$ cat src/rtl/led_frame_decoder.sv
// led_frame_decoder: parses SYNC/COUNT/pixels/CHECK byte frames from the UART receiver
// Latency: write strobe, commit and error pulses appear one cycle after the deciding byte edge
// Backpressure: none; one byte accepted every clock, nothing is ever dropped
//
// Ports:
//   clock, reset        rising-edge clock, asynchronous active-high reset
//   rx_data/_ready      byte and its single-cycle strobe from the UART receiver
//   wr_en/addr/data     one-cycle shadow-memory write of a 24-bit pixel {b0,b1,b2}
//   frame_commit/error  one-cycle end-of-frame pulses (checksum good / frame aborted)
//   busy                high while a frame is being parsed
module led_frame_decoder #(
  parameter int         MAX_LEDS       = 64,
  parameter int         ADDR_WIDTH     = 6,
  parameter logic [7:0] SYNC_BYTE      = 8'hA5,
  parameter int         TIMEOUT_CYCLES = 1200
) (
  input  logic                  clock,
  input  logic                  reset,
  input  logic [7:0]            rx_data,
  input  logic                  rx_data_ready,
  output logic                  wr_en,
  output logic [ADDR_WIDTH-1:0] wr_addr,
  output logic [23:0]           wr_data,
  output logic                  frame_commit,
  output logic                  frame_error,
  output logic                  busy
);

  localparam int GW = (TIMEOUT_CYCLES > 2) ? $clog2(TIMEOUT_CYCLES) : 1;
  localparam logic [GW-1:0] GAP_MAX = GW'(TIMEOUT_CYCLES - 1);

  typedef enum logic [1:0] {
    S_IDLE,
    S_COUNT,
    S_PIXEL,
    S_CHECK
  } state_t;

  state_t                r_state;
  logic [7:0]            r_xor;
  logic [7:0]            r_count;
  logic [7:0]            r_led_idx;
  logic [1:0]            r_byte_idx;
  logic [7:0]            r_b0;
  logic [7:0]            r_b1;
  logic [GW-1:0]         r_gap;
  logic                  r_wr_en;
  logic [ADDR_WIDTH-1:0] r_wr_addr;
  logic [23:0]           r_wr_data;
  logic                  r_commit;
  logic                  r_error;
  logic                  r_busy;

  assign wr_en        = r_wr_en;
  assign wr_addr      = r_wr_addr;
  assign wr_data      = r_wr_data;
  assign frame_commit = r_commit;
  assign frame_error  = r_error;
  assign busy         = r_busy;

  always_ff @(posedge clock or posedge reset) begin
    if (reset) begin
      r_state    <= S_IDLE;
      r_xor      <= '0;
      r_count    <= '0;
      r_led_idx  <= '0;
      r_byte_idx <= '0;
      r_b0       <= '0;
      r_b1       <= '0;
      r_gap      <= '0;
      r_wr_en    <= 1'b0;
      r_wr_addr  <= '0;
      r_wr_data  <= '0;
      r_commit   <= 1'b0;
      r_error    <= 1'b0;
      r_busy     <= 1'b0;
    end else begin
      r_wr_en  <= 1'b0;
      r_commit <= 1'b0;
      r_error  <= 1'b0;

      // Idle-gap counter: only meaningful inside a frame, saturates at the trip value.
      if (rx_data_ready || r_state == S_IDLE) begin
        r_gap <= '0;
      end else if (r_gap != GAP_MAX) begin
        r_gap <= r_gap + GW'(1);
      end

      if (r_state == S_IDLE) begin
        r_xor      <= '0;
        r_led_idx  <= '0;
        r_byte_idx <= '0;
        if (rx_data_ready && rx_data == SYNC_BYTE) begin
          r_state <= S_COUNT;
          r_busy  <= 1'b1;
        end
      end else if (rx_data_ready) begin
        // A byte always beats a timeout firing in the same cycle.
        case (r_state)
          S_COUNT: begin
            r_count <= rx_data;
            r_xor   <= rx_data;
            if (rx_data == 8'd0) begin
              r_state <= S_CHECK;
            end else if (rx_data > 8'(MAX_LEDS)) begin
              r_error <= 1'b1;
              r_state <= S_IDLE;
              r_busy  <= 1'b0;
            end else begin
              r_state <= S_PIXEL;
            end
          end
          S_PIXEL: begin
            r_xor <= r_xor ^ rx_data;
            case (r_byte_idx)
              2'd0: begin
                r_b0       <= rx_data;
                r_byte_idx <= 2'd1;
              end
              2'd1: begin
                r_b1       <= rx_data;
                r_byte_idx <= 2'd2;
              end
              default: begin
                r_wr_en    <= 1'b1;
                r_wr_addr  <= ADDR_WIDTH'(r_led_idx);
                r_wr_data  <= {r_b0, r_b1, rx_data};
                r_byte_idx <= 2'd0;
                r_led_idx  <= r_led_idx + 8'd1;
                if (r_led_idx == r_count - 8'd1) begin
                  r_state <= S_CHECK;
                end
              end
            endcase
          end
          default: begin
            // S_CHECK: the deciding byte
            if (rx_data == r_xor) begin
              r_commit <= 1'b1;
            end else begin
              r_error <= 1'b1;
            end
            r_state <= S_IDLE;
            r_busy  <= 1'b0;
          end
        endcase
      end else if (r_gap == GAP_MAX) begin
        r_error <= 1'b1;
        r_state <= S_IDLE;
        r_busy  <= 1'b0;
      end
    end
  end

endmodule
$ cat config.mk
export PLATFORM = sky130hd
export DESIGN_NAME = led_frame_decoder
export DESIGN_NICKNAME = d
export VERILOG_FILES = /design/src/rtl/led_frame_decoder.sv
export SDC_FILE = /design/constraint.sdc
export NUM_CORES = 1
export LEC_CHECK = 0
export CORE_ASPECT_RATIO = 0.9
export CORE_UTILIZATION = 42
export CTS_CLUSTER_SIZE = 24
export DETAILED_ROUTE_END_ITERATION = 8
export GPL_TIMING_DRIVEN = 0
export PLACE_DENSITY = 0.69
export SLEW_MARGIN = 20
export SYNTH_ARGS = -nofsm -noshare
export SYNTH_HDL_FRONTEND = slang
export SYNTH_SLANG_ARGS = --single-unit
$ cat constraint.sdc
create_clock -name clock -period 6.19 [get_ports clock]
set_input_delay 1.238 -clock clock [delete_from_list [all_inputs] [get_ports clock]]
set_output_delay 1.238 -clock clock [all_outputs]
set_load 0.01 [all_outputs]
# After elaboration in Yosys (flattened, before gate mapping)
# Cells that the tools add are included.
# W data, S select, Z words.
# totals
inputBits,11
output_inout_bits,34
wordCells,101
ff_bits,89
# classes
bitwise,3
order_cmp,1
n_mux,44
addsub,3
n_eq_ne,15
reduce_logical,21
# op_table
op,n
$mux W8,6
$mux W11,2
$mux W2,11
$mux W1,20
$eq A8 B8 Y1,2
$ne A4 B4 Y1 const B,4
$pmux W8 S2,1
$reduce_and A4 Y1,4
$add A11 B1 Y11 const B,1
$eq A11 B11 Y1 const B,1
$ne A11 B11 Y1 const B,1
$add A8 B1 Y8 const B,1
$eq A8 B8 Y1 const B,1
$gt A8 B7 Y1 const B,1
$logic_not A8 Y1,1
$pmux W2 S2,2
$sub A8 B1 Y8 const B,1
$xor A8 B8 Y8,1
$reduce_and A3 Y1,2
$reduce_bool A2 Y1,3
$reduce_bool A3 Y1,2
$reduce_and A5 Y1,1
$eq A2 B1 Y1 const B,2
$logic_not A2 Y1,2
9 further kinds,14

# Logic depth before layout (Yosys ltp)
# Gate-level depths: netlist of the first run.
# logic_depth
word_depth,7
depth_mapped,8
mapped_depth_nobuf,8

# Worst setup path before layout of the first run
# No wires, ideal clock.
# synth_path
path_kind,input-to-reg
start,input rx_data[2]
end,"register r_error, in the netlist frame_error"
slack_ps,3540
cell_stages,7
required_ps,6059
n_path_buf,1
setup_time_ps,131
arrival_time_ps,2519
cell_sequence,clkbuf_1 or3_1 o41ai_1 a21oi_1 nand2b_1 a31oi_1 nor2_1
# synth_via
elab_chain_len,6
# synth_lines
item,line_no,rtl
start: declaration,19,"input logic [7:0] rx_data,"
$gt A8 B7 Y1,105,end else if (rx_data > 8'(MAX_LEDS)) begin
$mux W1,105,
$mux W1,103,if (rx_data == 8'd0) begin
$pmux W1 S2 *,99,case (r_state)
$mux W1 *,97,end else if (rx_data_ready) begin
$mux W1 *,89,if (r_state == S_IDLE) begin
end signal: assignment,80,r_error <= 1'b0;
end signal: assignment,106,r_error <= 1'b1;
end signal: assignment,141,r_error <= 1'b1;
end: declaration,51,logic r_error;
# Mark *: on every way between the ends. The rest lies on a longest branch, timed or not.
# A chain may end at the register's enable or synchronous reset.

# Worst setup path after layout of the first run
# layout_path
start,input rx_data_ready
end,register r_b1[6]
# layout_via
elab_chain_len,1
# layout_lines
item,line_no,rtl
start: declaration,20,"input logic rx_data_ready,"
$reduce_and A4 Y1 (no source line),--,
end signal: assignment,121,r_b1 <= rx_data;
end: declaration,45,logic [7:0] r_b1;
# Every way passes these cells.

==> summary.txt, run 1 <==
Outcome - completed
Buffers added on ports - 36
Core Box Area - 9784 um2
Slew HR - 55.36%
Met2 wire length - 4.505 mm
Average instance area after synthesis - 9.719 um2
Final worst setup slack - 3.547 ns
Depth of the most critical reg-to-reg path - 6
Number of sinks driven by the clock tree - 89
Die Height - 97.62 um
Most instantiated flip-flop cell in the synthesis netlist - sky130_fd_sc_hd__dfrtp_1
Most used cells in the layout excluding fill and tap cells - 112 x sky130_fd_sc_hd__nand2_1, 89 x sky130_fd_sc_hd__dfrtp_1, 36 x sky130_fd_sc_hd__clkdlybuf4s50_1
Share of post-route cells with drive strength above 1 - 6.504%
Boundary pin count - 45
Count of H-tree levels built during CTS - 3
Met3 WL post-DR - 358 um
Final Slew Violations - 0
Cells on Worst Hold Path - 2
WL/cell - 15.31 um
Total track usage - 19.89%
Starting utilization of the core area - 43.61%
Fmax - 0.3783 GHz
Final net count - 506
Async set-or-reset flop fraction in the synthesized netlist - 100.0%
Setup Total Neg Slack - 0 ns
Number of gates resized after cts - 0
Routed Antenna Nets - 0
Drt total wl - 9.463 mm
Residual DRC - 0
Tmin final - 2.643 ns
Router iterations before antenna repair - 4
Total routed wire length on the met1 layer - 4.485 mm
Highest fanout seen on the critical path - 10
Total of warnings raised by yosys - 0
Actual transition at the worst max-transition pin - 0.6667 ns
Routability congestion estimate - 0.8009
Total setup buffers inserted after CTS - 0
Worst-case clock skew - 0.007600 ns
Pwr dens - 318.7 nW/um2
Clock tree from TritonCTS - built
Utilization after layout - 52.06%
Post-synthesis to final-layout area growth - 19.38%
First-pass GRT wire length - 16.23 mm
Die outline width - 108.2 um
Critical path launch point type - input pin
CP Depth - 5
Uppermost metal layer occupied by signal nets - met4
Post-place setup slack - 3.207 ns
Number of antenna diodes - 0
LEAKAGE - 2.358 nW
Cell type group with the largest total delay on the critical path - simple AND/OR/NAND/NOR gates
RSZ-0062 raised after global routing - no
Via count of the first global-routing pass - 3263
Critical path arrival - 2.86 ns
WP data required - 6.41 ns
Number of cells produced by synthesis - 439
CTS buffer count - 9
Largest incremental delay on the critical path - 0.61 ns
Number of buffers and inverters on the critical path - 1
Maximum number of pins on one net before global-route repair - 58
Buffer depth of the longest clock path - 2
Critical path cell sequence - buf_2 -> and2b_1 -> nand2_1 -> nor3b_2 -> mux2_1
Worst vdd rail ir drop - 0.0001500 V
Leading cell type in the layout, fill and taps excluded - sky130_fd_sc_hd__nand2_1
Total number of placement rows - 34
CTS Hold Bufs - 0
Fraction of the cycle the final worst path needs - 42.70%
Via Count - 3252
Worst-skew pair later-pin latency - 0.34 ns
Initial antenna violation count - 0
Final count of negative-setup-slack endpoints - 0
Master of the slowest instance on the critical path - sky130_fd_sc_hd__nor3b_2
Initial DRC Count - 183
GRT Residual Overflow - 0
Post-detail-place hpwl - 6.471 mm
Number of enable flip-flop cells after synthesis - 0
Worst Path Class, Setup - in -> reg
Share of the yosys chip area belonging to registers - 52.20%
Synth Register Bits - 89
CTS clock-pin slew for the worst setup and hold paths - 0.07 ns
Area of the mapped netlist - 4267 um2
Detailed-route vias per instance - 5.262
Kind of end point of the critical path - flip-flop
Cell at the root of the clock tree - sky130_fd_sc_hd__clkbuf_16
Path class of the lowest-slack min-delay path - reg -> reg
Die Outline Area - 10570 um2
Final-report hold violation count - 0
Total power draw - 1.623 mW
Net count after synthesis - 458
Number of distinct library cells after synthesis - 48
Max-capacitance violation count - 0
Fill cell count - 900
## layout make-up
| type | count | area (um2) | share of cell area, % |
|---|---|---|---|
| Tap cell | 126 | 157.7 | 3.095 |
| Clock buffer | 10 | 229.0 | 4.495 |
| Inverter | 10 | 40.04 | 0.7860 |
| Buffer | 25 | 95.09 | 1.867 |
| Clock inverter | 6 | 50.05 | 0.9826 |
| Multi-Input combinational cell | 315 | 1907 | 37.44 |
| Timing Repair Buffer | 37 | 387.9 | 7.615 |
| Sequential cell | 89 | 2227 | 43.72 |
## registers in the layout, summed over array words and instances, names as in the netlist
register      count
wr_data          24
r_gap            11
r_b0              8
r_b1              8
r_count           8
r_led_idx         8
r_xor             8
wr_addr           6
r_byte_idx        2
r_state           2
busy              1
frame_commit      1
frame_error       1
wr_en             1
## metal layers
| metal | vias up | track usage (%) |
|---|---|---|
| li1 | 1574 | - |
| met1 | 1603 | 27.08 |
| met2 | 66 | 31.41 |
| met3 | 9 | 3.622 |
| met4 | 0 | 7.376 |
| met5 | - | 0 |
## Yosys cell counts, drive strengths merged (9+ instances only)
master / count / area [um2]
xnor2: 14 / 122.6
xor2: 15 / 131.4
dfrtp: 89 / 2227
o21ai: 26 / 130.1
nor2: 23 / 88.84
mux2i: 9 / 90.09
nand2: 112 / 420.4
clkbuf: 24 / 90.09
inv: 10 / 37.53
nand3: 9 / 45.04
a21oi: 12 / 60.06
mux2: 22 / 247.7
## where the power goes
group          switching, mW  internal [mW]
combinational          0.201          0.165
sequential            0.0804          0.662
clock                  0.238          0.277
## tightest hold or removal path, delay by kind of cell, from the launching register on
family	cells	cell delay [ns]
AND/OR/NAND/NOR	2	0.10
flip-flops	1	0.34
## per-stage QoR
stage / instances / cell area [um2] / hold slack, ns
global placement: 601 / 4785 / 0.4441
global route: 618 / 5094 / 0.4909
detailed placement: 602 / 4815 / 0.4479
CTS: 618 / 5094 / 0.4630
floorplan: 439 / 4267 / 0.4315
finish: 618 / 5094 / 0.4678
## path summary, 6_finish.rpt
check / slack, ns / from / to
max in group asynchronous: 4.31 / reset / r_count[5]
setup reg to reg: 3.83 / r_state[0] / r_b1[6]
setup / recovery: 3.55 / rx_data_ready / r_b1[6]
hold reg to reg: 0.47 / r_b1[3] / wr_data[11]
hold / removal: 0.47 / r_b1[3] / wr_data[11]
min in group asynchronous: 1.26 / reset / r_xor[0]
## cell families after synthesis
logic type | after synthesis | share of synthesized area (%)
simple gates | 185 | 19.59
flops | 89 | 52.20
compound gates | 62 | 8.886
buf+inv | 35 | 3.108
mux | 31 | 7.918
xor+xnor | 29 | 5.953
fa+ha+maj | 8 | 2.346
Note: power is estimated with default switching activity, not from simulation.
==> run 2: changes to the inputs <==
==> constraint.sdc (replaced) <==
create_clock -name clock -period 2.7 [get_ports clock]
set_input_delay 0.54 -clock clock [delete_from_list [all_inputs] [get_ports clock]]
set_output_delay 0.54 -clock clock [all_outputs]
set_load 0.01 [all_outputs]
==> run 2 against run 1 <==
Die area unchanged; final cell count up 0.32%; critical endpoint is now r_b1[7]; clock power up 140%; largest power group unchanged.
==> summary.txt, run 2 (synthesized netlist as in run 1, its figures left out) <==
Endpoint of the most critical register-to-register path - r_b1[7]
Tmin final - 2.292 ns
Worst vdd rail ir drop - 0.0003482 V
Depth of the most critical reg-to-reg path - 6
Final Slew Violations - 0
Critical path launch point type - flip-flop
Worst Path Class, Setup - reg -> reg
Via count of the first global-routing pass - 3342
Initial antenna violation count - 0
Buffers added on ports - 36
Kind of end point of the critical path - flip-flop
Final-report hold violation count - 0
Smallest hold slack - 0.4649 ns
Most used cells in the layout excluding fill and tap cells - 112 x sky130_fd_sc_hd__nand2_1, 89 x sky130_fd_sc_hd__dfrtp_1, 36 x sky130_fd_sc_hd__clkdlybuf4s50_1
RSZ-0062 raised after global routing - no
WL/cell - 14.94 um
M1 GR Usage - 26.64%
Total setup buffers inserted after CTS - 0
Slew HR - 57.24%
Die outline width - 108.2 um
Starting utilization of the core area - 43.61%
Share of post-route cells with drive strength above 1 - 7.085%
Initial DRC Count - 109
Core Box Area - 9784 um2
Outcome - completed
Post-synthesis to final-layout area growth - 20.76%
Total track usage - 19.66%
Number of gates resized after cts - 0
Hold Crit Endpoint - wr_data[12]
Worst-skew pair later-pin latency - 0.34 ns
Final count of negative-setup-slack endpoints - 0
Router iterations before antenna repair - 4
Largest register FFs - 24
Residual DRC - 0
Fmax - 0.4363 GHz
Fill cell count - 895
Global-route met3 utilization - 4.427%
Worst-case clock skew - 0.006354 ns
Setup Total Neg Slack - 0 ns
Maximum number of pins on one net before global-route repair - 35
Detailed-route vias per instance - 5.279
Worst R2R Setup Slack - 0.41 ns
Actual transition at the worst max-transition pin - 0.6386 ns
Start of the worst register-to-register path - r_state[0]
Leading cell type in the layout, fill and taps excluded - sky130_fd_sc_hd__nand2_1
Hold Crit Start - r_b1[4]
Cell at the root of the clock tree - sky130_fd_sc_hd__clkbuf_16
Path class of the lowest-slack min-delay path - reg -> reg
Highest fanout seen on the critical path - 8
Cells on Worst Hold Path - 2
Die Height - 97.62 um
Via Count - 3273
CTS buffer count - 9
LEAKAGE - 2.391 nW
Number of antenna diodes - 0
Max-capacitance violation count - 0
GRT Residual Overflow - 0
Total number of placement rows - 34
Post-detail-place hpwl - 6.489 mm
Clock tree from TritonCTS - built
Drt total wl - 9.262 mm
Routed Antenna Nets - 0
Met2 GRT Util - 30.92%
Pwr dens - 732.6 nW/um2
CTS clock-pin slew for the worst setup and hold paths - 0.07 ns
Buffer depth of the longest clock path - 2
Final net count - 508
Count of H-tree levels built during CTS - 3
CTS Hold Bufs - 0
Routability congestion estimate - 0.8334
Critical path arrival - 2.51 ns
Number of sinks driven by the clock tree - 89
Layer carrying the most global-route usage - met2
First-pass GRT wire length - 16.04 mm
Boundary pin count - 45
WP data required - 2.92 ns
Die Outline Area - 10570 um2
Fraction of the cycle the final worst path needs - 84.89%
-- run 2: cell types whose count changed in the layout (fill, tap and decap cells not counted) --
cell                         change
sky130_fd_sc_hd__clkinv_4        -1
sky130_fd_sc_hd__inv_4           -1
sky130_fd_sc_hd__buf_12          +2
sky130_fd_sc_hd__inv_6           +1
sky130_fd_sc_hd__inv_8           +2
sky130_fd_sc_hd__clkinvlp_4      -1
sky130_fd_sc_hd__clkbuf_1        -1
sky130_fd_sc_hd__clkbuf_8        +1
-- run 2: layout make-up --
class / instances / area (um2) / area share [%]
repair buffers: 39 / 427.9 / 8.305
clock inverters: 6 / 57.56 / 1.117
well taps: 126 / 157.7 / 3.060
multi-input cells: 315 / 1907 / 37.01
flip-flops and latches: 89 / 2227 / 43.22
clock buffers: 10 / 239.0 / 4.638
inverters: 10 / 41.29 / 0.8014
plain buffers: 25 / 95.09 / 1.846
-- run 2: critical path, stage by stage, from the launching register on --
cell	delay, ns
sky130_fd_sc_hd__dfrtp_1	0.37
sky130_fd_sc_hd__inv_1	0.10
sky130_fd_sc_hd__ha_1	0.27
sky130_fd_sc_hd__and2b_1	0.32
sky130_fd_sc_hd__nand2_1	0.15
sky130_fd_sc_hd__nor3b_2	0.59
sky130_fd_sc_hd__mux2_1	0.39
-- run 2: how the worst max path moves through the flow --
| stage | from | end | slack, ns | cells after the start |
|---|---|---|---|---|
| floorplan | r_state[0] | r_b0[0] | 0.71 | 7 |
| global placement | reset | wr_data[22] | 0.17 | 2 |
| detailed placement | r_state[0] | r_b1[7] | 0.41 | 6 |
| CTS | r_state[0] | r_b1[7] | 0.40 | 6 |
| global route | r_state[1] | wr_data[11] | 0.22 | 8 |
| finish | r_state[0] | r_b1[7] | 0.41 | 6 |
-- run 2: power breakdown --
| part | internal (mW) | switching [mW] | total [mW] |
|---|---|---|---|
| Clock | 0.674 | 0.559 | 1.23 |
| Sequential | 1.52 | 0.185 | 1.70 |
| Combinational | 0.383 | 0.456 | 0.839 |
-- run 2: metal layers --
| layer | part of all wire [%] | vias to the layer above |
|---|---|---|
| li1 | - | 1583 |
| met1 | 47 | 1614 |
| met2 | 48 | 67 |
| met3 | 4.2 | 9 |
| met4 | 1.2 | 0 |
| met5 | 0 | - |
-- run 2: through the flow --
stage               instance area, um2  cells  total power [mW]  util [%]  setup WS [ns]
finish                            5152    620             3.775     52.66         0.4080
global route                      5152    620             3.984     52.66         0.2172
CTS                               5152    620             3.809     52.66         0.3995
detailed placement                4856    604             2.559     49.63         0.4076
global placement                  4788    601             2.508     48.94         0.1700
floorplan                         4270    439             2.332         -         0.7147
==> run 3: changes to the inputs <==
--- a/config.mk
+++ b/config.mk
@@ -10,7 +10,7 @@
 export CTS_CLUSTER_SIZE = 24
 export DETAILED_ROUTE_END_ITERATION = 8
 export GPL_TIMING_DRIVEN = 0
-export PLACE_DENSITY = 0.69
+export PLACE_DENSITY = 0.71
 export SLEW_MARGIN = 20
 export SYNTH_ARGS = -nofsm -noshare
 export SYNTH_HDL_FRONTEND = slang
==> constraint.sdc (replaced) <==
create_clock -name clock -period 2.1 [get_ports clock]
set_input_delay 0.42 -clock clock [delete_from_list [all_inputs] [get_ports clock]]
set_output_delay 0.42 -clock clock [all_outputs]
set_load 0.01 [all_outputs]
==> run 3 against run 2 <==
Clock-buffer cell count down 1; flip-flop and latch count is the same; die area did not move; setup slack got worse by 0.36 ns; first-iteration DRC count grew 38%; maximum frequency is 12% higher; worst hold slack worse by 0.055 ns; register-to-register slack worse by 0.36 ns; largest power group unchanged.
==> summary.txt, run 3 (synthesized netlist as in run 1, its figures left out) <==
Worst-skew pair later-pin latency - 0.33 ns
Post-detail-place hpwl - 6.456 mm
Final Slew Violations - 0
Worst Path Class, Setup - reg -> reg
Buffers added on ports - 36
Detailed-route vias per instance - 5.335
Residual DRC - 0
WL/cell - 15.20 um
Max-capacitance violation count - 0
Setup Total Neg Slack - 0 ns
Count of H-tree levels built during CTS - 3
Tmin final - 2.051 ns
Share of post-route cells with drive strength above 1 - 11.24%
Final Instance Area - 5300 um2
Boundary pin count - 45
Die outline width - 108.2 um
Kind of end point of the critical path - flip-flop
First-pass GRT wire length - 15.55 mm
Via Count - 3329
Initial antenna violation count - 0
Die Outline Area - 10570 um2
Highest fanout seen on the critical path - 6
Core Box Area - 9784 um2
Router iterations before antenna repair - 4
Total power draw - 5.179 mW
Final net count - 512
Routed Antenna Nets - 0
Actual transition at the worst max-transition pin - 0.6039 ns
Leading cell type in the layout, fill and taps excluded - sky130_fd_sc_hd__nand2_1
CTS buffer count - 9
Starting utilization of the core area - 43.61%
Pwr dens - 977.1 nW/um2
CTS clock-pin slew for the worst setup and hold paths - 0.07 ns
Routability congestion estimate - 0.8712
Fraction of the cycle the final worst path needs - 97.66%
Number of cells in the finished layout apart from fillers - 624
Final-report hold violation count - 0
Number of placed instances with taps included - 604
WP data required - 2.34 ns
Utilization after layout - 54.17%
Critical path launch point type - flip-flop
Buffer depth of the longest clock path - 2
Total track usage - 18.76%
Fill cell count - 878
Final count of negative-setup-slack endpoints - 0
Worst-case clock skew - 0.006736 ns
Worst vdd rail ir drop - 0.0005299 V
Die Height - 97.62 um
Initial DRC Count - 150
Most used cells in the layout excluding fill and tap cells - 111 x sky130_fd_sc_hd__nand2_1, 88 x sky130_fd_sc_hd__dfrtp_1, 36 x sky130_fd_sc_hd__clkdlybuf4s50_1
Total number of placement rows - 34
Number of sinks driven by the clock tree - 89
Drt total wl - 9.487 mm
Placed cell area - 4856 um2
Outcome - completed
Via count of the first global-routing pass - 3241
Clock tree from TritonCTS - built
CTS Hold Bufs - 0
Critical path arrival - 2.30 ns
LEAKAGE - 2.456 nW
GRT Residual Overflow - 0
Slew HR - 59.74%
Path class of the lowest-slack min-delay path - in -> async
Largest register FFs - 24
Maximum number of pins on one net before global-route repair - 30
Cell at the root of the clock tree - sky130_fd_sc_hd__clkbuf_16
Fmax - 0.4876 GHz
Post-synthesis to final-layout area growth - 24.22%
Number of antenna diodes - 0
[run 3: cell count changes in the layout (fill, tap and decap cells not counted), sizes merged]
cell,previous run,this run
buf,4,9
bufinv,0,3
clkinv,1,0
clkbuf,34,31
clkinvlp,1,2
inv,14,12
or3,4,5
[run 3: worst paths after layout]
check                      startpoint           to  slack (ns)  depth (start not counted)
setup / recovery           r_count[2]   r_state[1]        0.05                          6
hold / removal                  reset     r_gap[9]        0.41                          2
setup reg to reg           r_count[2]   r_state[1]        0.05                          6
hold reg to reg               r_b1[7]  wr_data[15]        0.47                          2
max in group asynchronous       reset   r_count[0]        1.05                          4
min in group clock            r_b1[7]  wr_data[15]        0.47                          2
[run 3: layer usage]
layer	track usage, %	vias to the layer above	part of all wire, %
met4	4.742	0	1.2
met3	3.957	13	4.1
met2	30.23	73	50
met1	25.62	1654	44
met5	0	-	0
li1	-	1589	-
[run 3: area by class of cell]
| class | instances | area [um2] | area share [%] |
|---|---|---|---|
| Tap cell | 126 | 157.7 | 2.975 |
| Clock buffer | 9 | 225.2 | 4.249 |
| Sequential cell | 89 | 2228 | 42.04 |
| Timing Repair Buffer | 43 | 457.9 | 8.640 |
| Clock inverter | 7 | 123.9 | 2.337 |
| Multi-Input combinational cell | 316 | 1961 | 36.99 |
| Buffer | 24 | 105.1 | 1.983 |
| Inverter | 10 | 41.29 | 0.7790 |
[run 3: repair_timing]
| item | 4_1_cts | 5_1_grt |
|---|---|---|
| endpoints found under the setup margin | 46 | 50 |
| setup buffers | 2 | 2 |
| resized for setup | 6 | 22 |
| gates cloned | 0 | 1 |
| pin swaps | 1 | 3 |
[run 3: metrics by stage]
stage	worst slack, ns	hold slack, ns
4_1_cts	0.002653	0.4125
5_1_grt	-0.02716	0.4320
6_report	0.04918	0.4101
3_3_place_gp	-0.3070	0.4472
3_5_place_dp	-0.2427	0.4513
2_1_floorplan	0.1147	0.4315
[run 3: critical path, stage by stage, from the launching register on]
cell and delay [ns]:
sky130_fd_sc_hd__dfrtp_1 0.44, sky130_fd_sc_hd__nor4_1 0.53, sky130_fd_sc_hd__o21ai_0 0.24, sky130_fd_sc_hd__a31oi_1 0.24, sky130_fd_sc_hd__o211ai_1 0.14, sky130_fd_sc_hd__o2111ai_2 0.13, sky130_fd_sc_hd__mux2i_1 0.24
[run 3: power breakdown]
group	switching [mW]	leakage, nW	internal, mW
combinational	0.606	1.08	0.526
clock	0.673	0.167	1.17
sequential	0.245	1.21	1.95
total	1.52	2.46	3.65
